`src/rtl/boot_stream_pkg.sv`:
```
// boot_stream_pkg: shared states, sizes and lane mapping for the boot stream writer
// No ports; imported by be_word_packer and boot_stream_writer.
package boot_stream_pkg;
   typedef enum logic [2:0] {S_LEN, S_ADDR, S_DATA, S_WR, S_ERR} state_t;
   localparam int ADDR_W_DEF = 36;
   localparam int WORD_BYTES = 8;
   localparam int HDR_BYTES  = 8;
   // Big-endian: lane 0 lands in bits [63:56], lane 7 in [7:0]; 8*(7-lane) == {~lane,3'b0}
   function automatic logic [5:0] lane_lsb(input logic [2:0] lane);
      return {~lane, 3'b000};
   endfunction
endpackage

```
`src/rtl/be_word_packer.sv`:
```
// be_word_packer: packs stream bytes into a 64-bit big-endian word with byte enables
// Ports: clk, rst_n (async, active-low); load stores din in the next lane; clr empties
//        the buffer; word/be are the current buffer and enables; full is high when the
//        current load fills the last lane.
module be_word_packer
   import boot_stream_pkg::*;
(
   input  logic        clk,
   input  logic        rst_n,
   input  logic        load,
   input  logic        clr,
   input  logic [7:0]  din,
   output logic [63:0] word,
   output logic [7:0]  be,
   output logic        full
);
   logic [63:0] word_q, word_d;
   logic [7:0]  be_q, be_d;
   logic [3:0]  idx_q, idx_d;
   always_comb begin
      word_d = word_q;
      be_d   = be_q;
      idx_d  = idx_q;
      if (clr) begin
         word_d = '0;
         be_d   = '0;
         idx_d  = '0;
      end else if (load) begin
         word_d[lane_lsb(idx_q[2:0]) +: 8] = din;
         be_d[~idx_q[2:0]] = 1'b1;
         idx_d = idx_q + 4'd1;
      end
   end
   always_ff @(posedge clk or negedge rst_n) begin
      if (!rst_n) begin
         word_q <= '0;
         be_q   <= '0;
         idx_q  <= '0;
      end else begin
         word_q <= word_d;
         be_q   <= be_d;
         idx_q  <= idx_d;
      end
   end
   assign word = word_q;
   assign be   = be_q;
   // Lookahead so the FSM can raise the write request on the edge that fills the word
   assign full = idx_d == 4'(WORD_BYTES);
endmodule

```
`src/rtl/boot_stream_writer.sv`:
```
// boot_stream_writer: parses a length/address boot stream and writes its data bytes to memory
// Ports: clk, rst_n (async, active-low); rx_valid/rx_data/rx_ready byte input;
//        mem_req/mem_addr/mem_wdata/mem_be/mem_ack word write port; entry_addr is the load
//        address A; done pulses at transfer end; busy while a stream is in flight; err is a
//        sticky header error cleared only by reset.
module boot_stream_writer
   import boot_stream_pkg::*;
#(
   parameter int ADDR_W = ADDR_W_DEF
) (
   input  logic              clk,
   input  logic              rst_n,
   input  logic              rx_valid,
   input  logic [7:0]        rx_data,
   output logic              rx_ready,
   output logic              mem_req,
   output logic [ADDR_W-1:0] mem_addr,
   output logic [63:0]       mem_wdata,
   output logic [7:0]        mem_be,
   input  logic              mem_ack,
   output logic [ADDR_W-1:0] entry_addr,
   output logic              done,
   output logic              busy,
   output logic              err
);
   state_t              state_q, state_d;
   logic [2:0]          cnt_q, cnt_d;
   logic [63:0]         len_q, len_d;
   logic [55:0]         hdr_q, hdr_d;
   logic [ADDR_W-1:0]   rem_q, rem_d;
   logic [ADDR_W-4:0]   waddr_q, waddr_d;
   logic [ADDR_W-1:0]   entry_q, entry_d;
   logic                rx_ready_q, mem_req_q, done_q, done_d, err_q, err_d;
   logic                acc, hdr_err, pk_load, pk_clr, pk_full;
   logic [63:0]         a_new;
   logic [63:0]         pk_word;
   logic [7:0]          pk_be;

   be_word_packer u_packer (
      .clk  (clk),
      .rst_n(rst_n),
      .load (pk_load),
      .clr  (pk_clr),
      .din  (rx_data),
      .word (pk_word),
      .be   (pk_be),
      .full (pk_full)
   );

   assign acc     = rx_valid && rx_ready_q;
   // Only the low 7 address bytes are kept; the top byte is shifted out on the 8th byte
   assign a_new   = {hdr_q, rx_data};
   assign hdr_err = (len_q[63:ADDR_W] != '0) || (a_new[63:ADDR_W] != '0) || (a_new[2:0] != 3'd0);

   always_comb begin
      state_d = state_q;
      cnt_d   = cnt_q;
      len_d   = len_q;
      hdr_d   = hdr_q;
      rem_d   = rem_q;
      waddr_d = waddr_q;
      entry_d = entry_q;
      err_d   = err_q;
      done_d  = 1'b0;
      pk_load = 1'b0;
      pk_clr  = 1'b0;
      case (state_q)
         S_LEN: if (acc) begin
            len_d   = {len_q[55:0], rx_data};
            cnt_d   = cnt_q + 3'd1;
            state_d = (cnt_q == 3'(HDR_BYTES - 1)) ? S_ADDR : S_LEN;
         end
         S_ADDR: if (acc) begin
            hdr_d = a_new[55:0];
            cnt_d = cnt_q + 3'd1;
            if (cnt_q == 3'(HDR_BYTES - 1)) begin
               entry_d = a_new[ADDR_W-1:0];
               if (hdr_err) begin
                  state_d = S_ERR;
                  err_d   = 1'b1;
               end else if (len_q == '0) begin
                  state_d = S_LEN;
                  done_d  = 1'b1;
               end else begin
                  state_d = S_DATA;
                  rem_d   = len_q[ADDR_W-1:0];
                  waddr_d = a_new[ADDR_W-1:3];
                  pk_clr  = 1'b1;
               end
            end
         end
         S_DATA: if (acc) begin
            pk_load = 1'b1;
            rem_d   = rem_q - ADDR_W'(1);
            state_d = (pk_full || rem_q == ADDR_W'(1)) ? S_WR : S_DATA;
         end
         S_WR: if (mem_ack) begin
            waddr_d = waddr_q + (ADDR_W-3)'(1);
            pk_clr  = 1'b1;
            done_d  = rem_q == '0;
            state_d = (rem_q == '0) ? S_LEN : S_DATA;
         end
         default: state_d = S_ERR;
      endcase
   end

   always_ff @(posedge clk or negedge rst_n) begin
      if (!rst_n) begin
         state_q    <= S_LEN;
         cnt_q      <= '0;
         len_q      <= '0;
         hdr_q      <= '0;
         rem_q      <= '0;
         waddr_q    <= '0;
         entry_q    <= '0;
         rx_ready_q <= 1'b0;
         mem_req_q  <= 1'b0;
         done_q     <= 1'b0;
         err_q      <= 1'b0;
      end else begin
         state_q    <= state_d;
         cnt_q      <= cnt_d;
         len_q      <= len_d;
         hdr_q      <= hdr_d;
         rem_q      <= rem_d;
         waddr_q    <= waddr_d;
         entry_q    <= entry_d;
         rx_ready_q <= state_d == S_LEN || state_d == S_ADDR || state_d == S_DATA;
         mem_req_q  <= state_d == S_WR;
         done_q     <= done_d;
         err_q      <= err_d;
      end
   end

   assign rx_ready   = rx_ready_q;
   assign mem_req    = mem_req_q;
   assign mem_addr   = {waddr_q, 3'b000};
   assign mem_wdata  = pk_word;
   assign mem_be     = pk_be;
   assign entry_addr = entry_q;
   assign done       = done_q;
   assign err        = err_q;
   assign busy       = !(state_q == S_LEN && cnt_q == 3'd0);
endmodule

```
`config.mk`:
```
export PLATFORM = sky130hd
export DESIGN_NAME = boot_stream_writer
export DESIGN_NICKNAME = d
export VERILOG_FILES = /design/src/rtl/boot_stream_pkg.sv /design/src/rtl/be_word_packer.sv /design/src/rtl/boot_stream_writer.sv
export SDC_FILE = /design/constraint.sdc
export NUM_CORES = 1
export LEC_CHECK = 0
export CAP_MARGIN = 20
export CORE_MARGIN = 3
export CORE_UTILIZATION = 48
export CTS_BUF_LIST = sky130_fd_sc_hd__clkbuf_8
export CTS_CLUSTER_DIAMETER = 120
export DETAILED_ROUTE_END_ITERATION = 10
export PLACE_DENSITY_LB_ADDON = 0.1
export SLEW_MARGIN = 20
export SYNTH_ARGS = -nofsm -noshare
export SYNTH_HDL_FRONTEND = slang
export SYNTH_SLANG_ARGS = --single-unit
```
`constraint.sdc`:
```
create_clock -name clk -period 6.7 [get_ports clk]
set_input_delay 1.34 -clock clk [delete_from_list [all_inputs] [get_ports clk]]
set_output_delay 1.34 -clock clk [all_outputs]
set_load 0.03 [all_outputs]
```
==> summary.md, run 1 <==
| Metric | Value |
|---|---|
| Drt total wl | `37,500 um` |
| Largest net degree at the start of global routing | `~140` |
| Outcome | `complete, no violations` |
| Starting Density | `48.9%` |
| Syn Inst Count | `between 1,000 and 1,500` |
| Fin crit share | `between 60% and 70%` |
| CTS buffer count | `53` |
| CP dominant cell by count | `buf_4` |
| Slew @ Worst Pin | `1.07 ns` |
| RSZ-0062 raised after global routing | `no` |
| TNS Setup | `0 ns` |
| Post-DP HPWL | `24,400 um` |
| Antenna violations before repair | `0` |
| Max Freq | `between 200 and 250 MHz` |
| Synth cell types | `62` |
| Critical Path Sink Type | `flip-flop` |
| Clock Tree Buf Depth | `3` |
| DR WL/cell | `19.8 um` |
| Static leakage | `7.90 nW` |
| Slowest stage delay, CP | `1.03 ns` |
| Diodes inserted | `0` |
| Die width | `177 um` |
| Gpl congestion | `0.879` |
| CP cell instances | `clkdlybuf4s50_1 > nor4bb_1 > buf_4 > and2_1 > buf_4 > nand2_2 > o31ai_4 > buf_4 > nor2_1` |
| Layout cells sized above 1 | `about 16%` |
| Die Area | `31,500 um2` |
| Async S/R FF share, synth | `100%` |
| Synth top cells by count | `dfrtp_1, nand2_1, mux2_2, nor2_1, a21oi_1` |
| Final #Nets | `1,491` |
| CTS tree | `yes` |
| Startpoint Class | `input port` |
| Vias in the first global route | `between 10,000 and 15,000` |
| Biggest area consumer among synthesized cells | `dfrtp_1` |
| Post-synthesis sequential area ratio | `55.2%` |
| First-pass GRT wire length | `60,800 um` |
| Max-slew violations | `0` |
| Power per cell area | `369 nW/um2` |
| Worst clock skew | `a little under 0.03 ns` |
| I/O pin cnt | `161` |
| Crit-path slowest cell | `o31ai_4` |
| Pwr Total | `0.00630 W` |
| Core area | `28,900 um2` |
| Primary FF master, synth | `dfrtp_1` |
| WP data arrival | `4.82 ns` |
| Crit path kind | `input port to flip-flop` |
| Max_cap viols | `0` |
| Maximum vdd ir drop | `197 uV` |
| Cts repair resizes | `0` |
| Routed Antenna Nets | `0` |
| Worst Hold Class | `flip-flop to flip-flop` |
| Overflow after GRT | `0` |
| Post-CTS repair timing setup buffer count | `0` |
| Final Hold Fails | `0` |
| Initial DRC Count | `about 840` |
| Post-Syn Area | `between 10,000 and 15,000 um2` |
| DRT Pass-1 Iters | `5` |
| Minimum clock period after layout | `4.38 ns` |
| Die Y | `roughly 180 um` |
| Clock sink count | `311` |
| Row count | `62` |
| Layout overhead on the synthesized area | `20.9%` |
| Number of setup violations in the final report | `0` |
| Post-synth EDFFs | `0` |
| Port Buffers | `between 150 and 200` |
| Area share of the largest cell type after synthesis | `55.2%` |
| WP data required | `between 7 and 8 ns` |
| H-tree depth | `2` |
| Root buf cell | `clkbuf_8` |
| FF+latch count, synth | `a little over 300` |
| Via count | `10,800` |
| Vias/cell | `5.73` |
| Synthesis Warnings | `0` |
| CP Max Fanout | `34` |
| Mean Syn Cell Area | `10.6 um2` |
| CTS clk-pin slew, worst paths | `0.06 ns` |
| Relative slew slack | `28.7%` |
| Synth top area cells | `dfrtp_1, mux2_2, nand2_1` |
| Top-count cell post-synth | `dfrtp_1` |
| Total GRT Usage | `24.1%` |
| Hold buffer count at CTS | `0` |
| DRC violations left | `0` |
| Clock Latency Late Sink | `0.59 ns` |
## metal layers
metal	up-vias	wire length [um]	GRT usage, %	part of all wire [%]
met1	5403	17100	34.3	46
met2	332	16800	36.2	45
met4	0	706	6.22	1.9
met5	-	0	0	0
met3	56	2920	7.08	7.8
li1	5049	-	-	-
## logic make-up (layout without fill, tap and decap cells)
| family | after synthesis | after routing | synth area share [%] |
|---|---|---|---|
| AND/OR/NAND/NOR | 466 | 466 | 15.4 |
| buffers and inverters | 105 | 285 | 3.19 |
| AO/OA/AOI/OAI | 247 | 247 | 11.1 |
| XOR/XNOR | 5 | 5 | 0.310 |
| other | 1 | 3 | 0.0266 |
| multiplexers | 183 | 183 | 14.1 |
| flip-flops | 311 | 311 | 55.2 |
| adder cells (fa/ha/maj) | 8 | 8 | 0.709 |
## state kept, by name (all words and copies together) (netlist names)
name	flops
len_q	64
hdr_q	56
u_packer.idx_q	4
done	1
rx_ready	1
cnt_q	3
u_packer.word	64
entry_addr	36
err	1
waddr_q	33
rem_q	36
state_q	3
u_packer.be	8
mem_req	1
## metrics by stage
stage | utilization, % | hold slack [ns] | worst slack (ns) | instances | instance area [um2]
floorplan | - | 0.448 | 3.45 | 1328 | 14100
global placement | 55.4 | 0.452 | 1.80 | 1800 | 16000
detailed placement | 55.4 | 0.465 | 1.73 | 1800 | 16000
CTS | 59.1 | 0.479 | 2.33 | 1892 | 17100
global route | 59.1 | 0.494 | 2.04 | 1892 | 17100
finish | 59.1 | 0.468 | 2.32 | 1892 | 17100
## cell usage in the layout (no fill, tap or decap), types with 6 or more instances in the layout
cell and n:
and4_1 8, mux2i_1 59, or4_1 6, nor2b_1 7, clkdlybuf4s50_1 156, o22ai_1 27
nand4_1 19, dfrtp_1 311, clkbuf_8 69, a21oi_1 92, ha_1 8, o22a_1 14
a31oi_1 16, o21ai_0 44, or3_1 6, nor4_1 36, mux2_2 124, buf_4 18
nand2_1 162, inv_1 32, o2bb2ai_1 12, nor2_1 124, nand3_1 36, nor3_1 28
## critical path: cells and delay by family
family	cells	cell delay [ns]
AOI/OAI and AO/OA	1	1.03
buffers and inverters	4	1.52
and+or+nand+nor	4	0.89
## worst paths after layout
kind                            from                 to  slack, ns  cells after the start
setup / recovery            rx_valid  u_packer.word[59]       2.32                      9
hold / removal                   err                err       0.47                      1
setup reg to reg           len_q[29]           rem_q[8]       2.98                      6
hold reg to reg                  err                err       0.47                      1
max in group asynchronous      rst_n          rem_q[20]       4.60                      2
min in group asynchronous      rst_n     entry_addr[32]       0.80                      1
## power breakdown
part	internal, W	switching, W	leakage, nW
Clock	0.000917	0.000759	0.608
Combinational	0.000824	0.000841	3.19
Sequential	0.00239	0.000570	4.11
Total	0.00413	0.00217	7.90
## layout make-up
cell class,instances,area (um2)
clock buffer,69,950
fill,2517,11800
tap,384,480
clock inverter,23,109
timing repair buffer,177,1750
inverter,16,60.1
sequential,311,7780
multi-input combinational,912,5920
Power figures use the tool's default switching activity.
==> run 2, diff against run 1 <==
==> constraint.sdc (replaced) <==
create_clock -name clk -period 3.9 [get_ports clk]
set_input_delay 0.78 -clock clk [delete_from_list [all_inputs] [get_ports clk]]
set_output_delay 0.78 -clock clk [all_outputs]
set_load 0.03 [all_outputs]
==> run 2 against run 1 <==
Effect of this change:
- global-route usage up 0.47 points
- highest routed layer is now met5
- cell count up 1.1%
- largest power group unchanged
- critical path type is now flip-flop to flip-flop
- via count up 1.1%
- final area up 1.6%
- sequential power up 71%
- die area unchanged
==> summary.md, run 2 (synthesis results as in run 1) <==
| Metric | Value |
|---|---|
| # fillers | `2,508` |
| Port Buffers | `approximately 160` |
| Crit path kind | `flip-flop to flip-flop` |
| Row count | `62` |
| RSZ-0062 raised after global routing | `no` |
| Cts repair resizes | `0` |
| Antenna violations before repair | `2` |
| CTS clk-pin slew, worst paths | `0.06 ns` |
| Slowest stage delay, CP | `0.62 ns` |
| DRT Pass-1 Iters | `5` |
| Clock share of power | `28.3%` |
| Gpl congestion | `0.869` |
| Number of setup violations in the final report | `0` |
| Maximum vdd ir drop | `350 uV` |
| Max-slew violations | `0` |
| WP data required | `~4.4 ns` |
| DRC violations left | `0` |
| Reg2reg setup slack | `approximately 0.99 ns` |
| Vias/cell | `5.73` |
| Initial DRC Count | `778` |
| Switching share of power | `between 30% and 40%` |
| Non-filler cells, final | `1,913` |
| Die width | `between 150 and 200 um` |
| Layout overhead on the synthesized area | `22.8%` |
| TNS Setup | `0 ns` |
| Vias in the first global route | `10,900` |
| H-tree depth | `2` |
| Outcome | `complete, no violations` |
| Slew @ Worst Pin | `0.773 ns` |
| Core area | `28,900 um2` |
| Routed Antenna Nets | `0` |
| Drt total wl | `38,000 um` |
| First-pass GRT wire length | `61,700 um` |
| Internal | `between 0.007 and 0.008 W` |
| Die Area | `31,500 um2` |
| Power per cell area | `641 nW/um2` |
| Post-DP HPWL | `25,400 um` |
| DR WL/cell | `19.9 um` |
| Flop pwr share | `a little under half` |
| Worst clock skew | `between 0.03 and 0.04 ns` |
| Crit-path slowest cell | `or4_1` |
| Max_cap viols | `0` |
| Relative slew slack | `around 48%` |
| Placed Cells | `about 1,800` |
| CP cell instances | `nor4_1 > nand4_1 > or4_1 > buf_4 > o31ai_4 > buf_12 > buf_12 > nor2_1` |
| Minimum clock period after layout | `around 2.9 ns` |
| Starting Density | `48.9%` |
| Worst Hold Class | `input port to asynchronous set/reset pin` |
| Clock sink count | `between 300 and 400` |
| CTS tree | `yes` |
| Most frequent cells in the layout | `dfrtp_1, nand2_1, clkdlybuf4s50_1` |
| Critical Path Sink Type | `flip-flop` |
| I/O pin cnt | `161` |
| Worst Reg-to-Reg Cells | `8` |
| Fin crit share | `74.7%` |
| Overflow after GRT | `0` |
| CP dominant cell by count | `buf_12` |
| Layout cells sized above 1 | `17.7%` |
| Clock Latency Late Sink | `between 0.5 and 0.6 ns` |
| Final #Nets | `1,509` |
| Startpoint Class | `flip-flop` |
| Post-CTS repair timing setup buffer count | `0` |
| WP data arrival | `3.38 ns` |
| CTS buffer count | `53` |
| Worst reg2reg path startpoint | `len_q[37]` |
| Die Y | `177 um` |
| Layout Utilization | `~60%` |
| Largest net degree at the start of global routing | `94` |
| CP Max Fanout | `74` |
| Clock Tree Buf Depth | `3` |
| Max Freq | `343 MHz` |
| Sw power | `roughly 0.0038 W` |
| Comb pwr share | `26.1%` |
| Hold buffer count at CTS | `0` |
| Most common cell after layout, fill and taps aside | `dfrtp_1` |
| Static leakage | `approximately 8.0 nW` |
| Total GRT Usage | `24.5%` |
| Final Hold Fails | `0` |
| Root buf cell | `clkbuf_8` |
| Crit Reg-Reg Endpoint | `u_packer.be[3]` |
| Via count | `around 11,000` |
==> run 2: cell types whose count changed in the layout (fill, tap and decap cells not counted), moves of 3 or more <==
| cell | previous run | this run |
|---|---|---|
| buf_12 | 2 | 6 |
| bufinv_16 | 0 | 3 |
| buf_4 | 18 | 32 |
| clkinv_2 | 5 | 11 |
| inv_1 | 32 | 25 |
==> run 2: area by class of cell <==
| class | instances | area, um2 | area share (%) |
|---|---|---|---|
| antenna | 1 | 2.50 | 0.0144 |
| clock buffer | 70 | 963 | 5.56 |
| timing repair buffer | 195 | 1940 | 11.2 |
| inverter | 16 | 60.1 | 0.347 |
| tap | 384 | 480 | 2.77 |
| multi-input combinational | 912 | 5920 | 34.1 |
| sequential | 311 | 7780 | 44.9 |
| clock inverter | 24 | 188 | 1.08 |
==> run 2: metrics by stage <==
step / worst slack [ns] / power (W) / hold slack, ns / area [um2]
after detailed placement: 0.479 / 0.00802 / 0.459 / 16200
after global placement: 0.571 / 0.00795 / 0.453 / 16200
after global routing: 0.855 / 0.0117 / 0.261 / 17300
after CTS: 0.952 / 0.0112 / 0.234 / 17300
final: 0.986 / 0.0111 / 0.233 / 17300
after floorplan: 1.21 / 0.00678 / 0.448 / 14100
==> run 2: power groups by stage <==
stage          registers (W)  logic, W  clock network, W
6_report             0.00507   0.00289           0.00315
5_1_grt              0.00520   0.00317           0.00336
4_1_cts              0.00507   0.00292           0.00321
3_5_place_dp         0.00511   0.00291                 0
3_3_place_gp         0.00510   0.00285                 0
2_1_floorplan        0.00509   0.00169                 0
==> run 2: how the worst max path moves through the flow <==
stage / from / to / slack [ns]
floorplan: rx_data[0] / rem_q[5] / 1.21
global placement: rx_data[0] / u_packer.word[45] / 0.57
detailed placement: rx_data[0] / u_packer.word[22] / 0.48
CTS: len_q[37] / u_packer.be[3] / 0.95
global route: len_q[37] / u_packer.be[3] / 0.85
finish: len_q[37] / u_packer.be[3] / 0.99
==> run 2: worst max-delay path: cells and delay by family, from the launching register on <==
kind	cells	cell delay [ns]
buffers and inverters	3	0.74
and+or+nand+nor	4	1.37
AOI/OAI and AO/OA	1	0.25
DFF	1	0.39
==> run 2: metal layers <==
| layer | routed length, um | global-route usage [%] |
|---|---|---|
| met5 | 13 | 0 |
| met4 | 721 | 5.89 |
| met3 | 3040 | 7.85 |
| met2 | 16900 | 37.1 |
| met1 | 17400 | 34.5 |
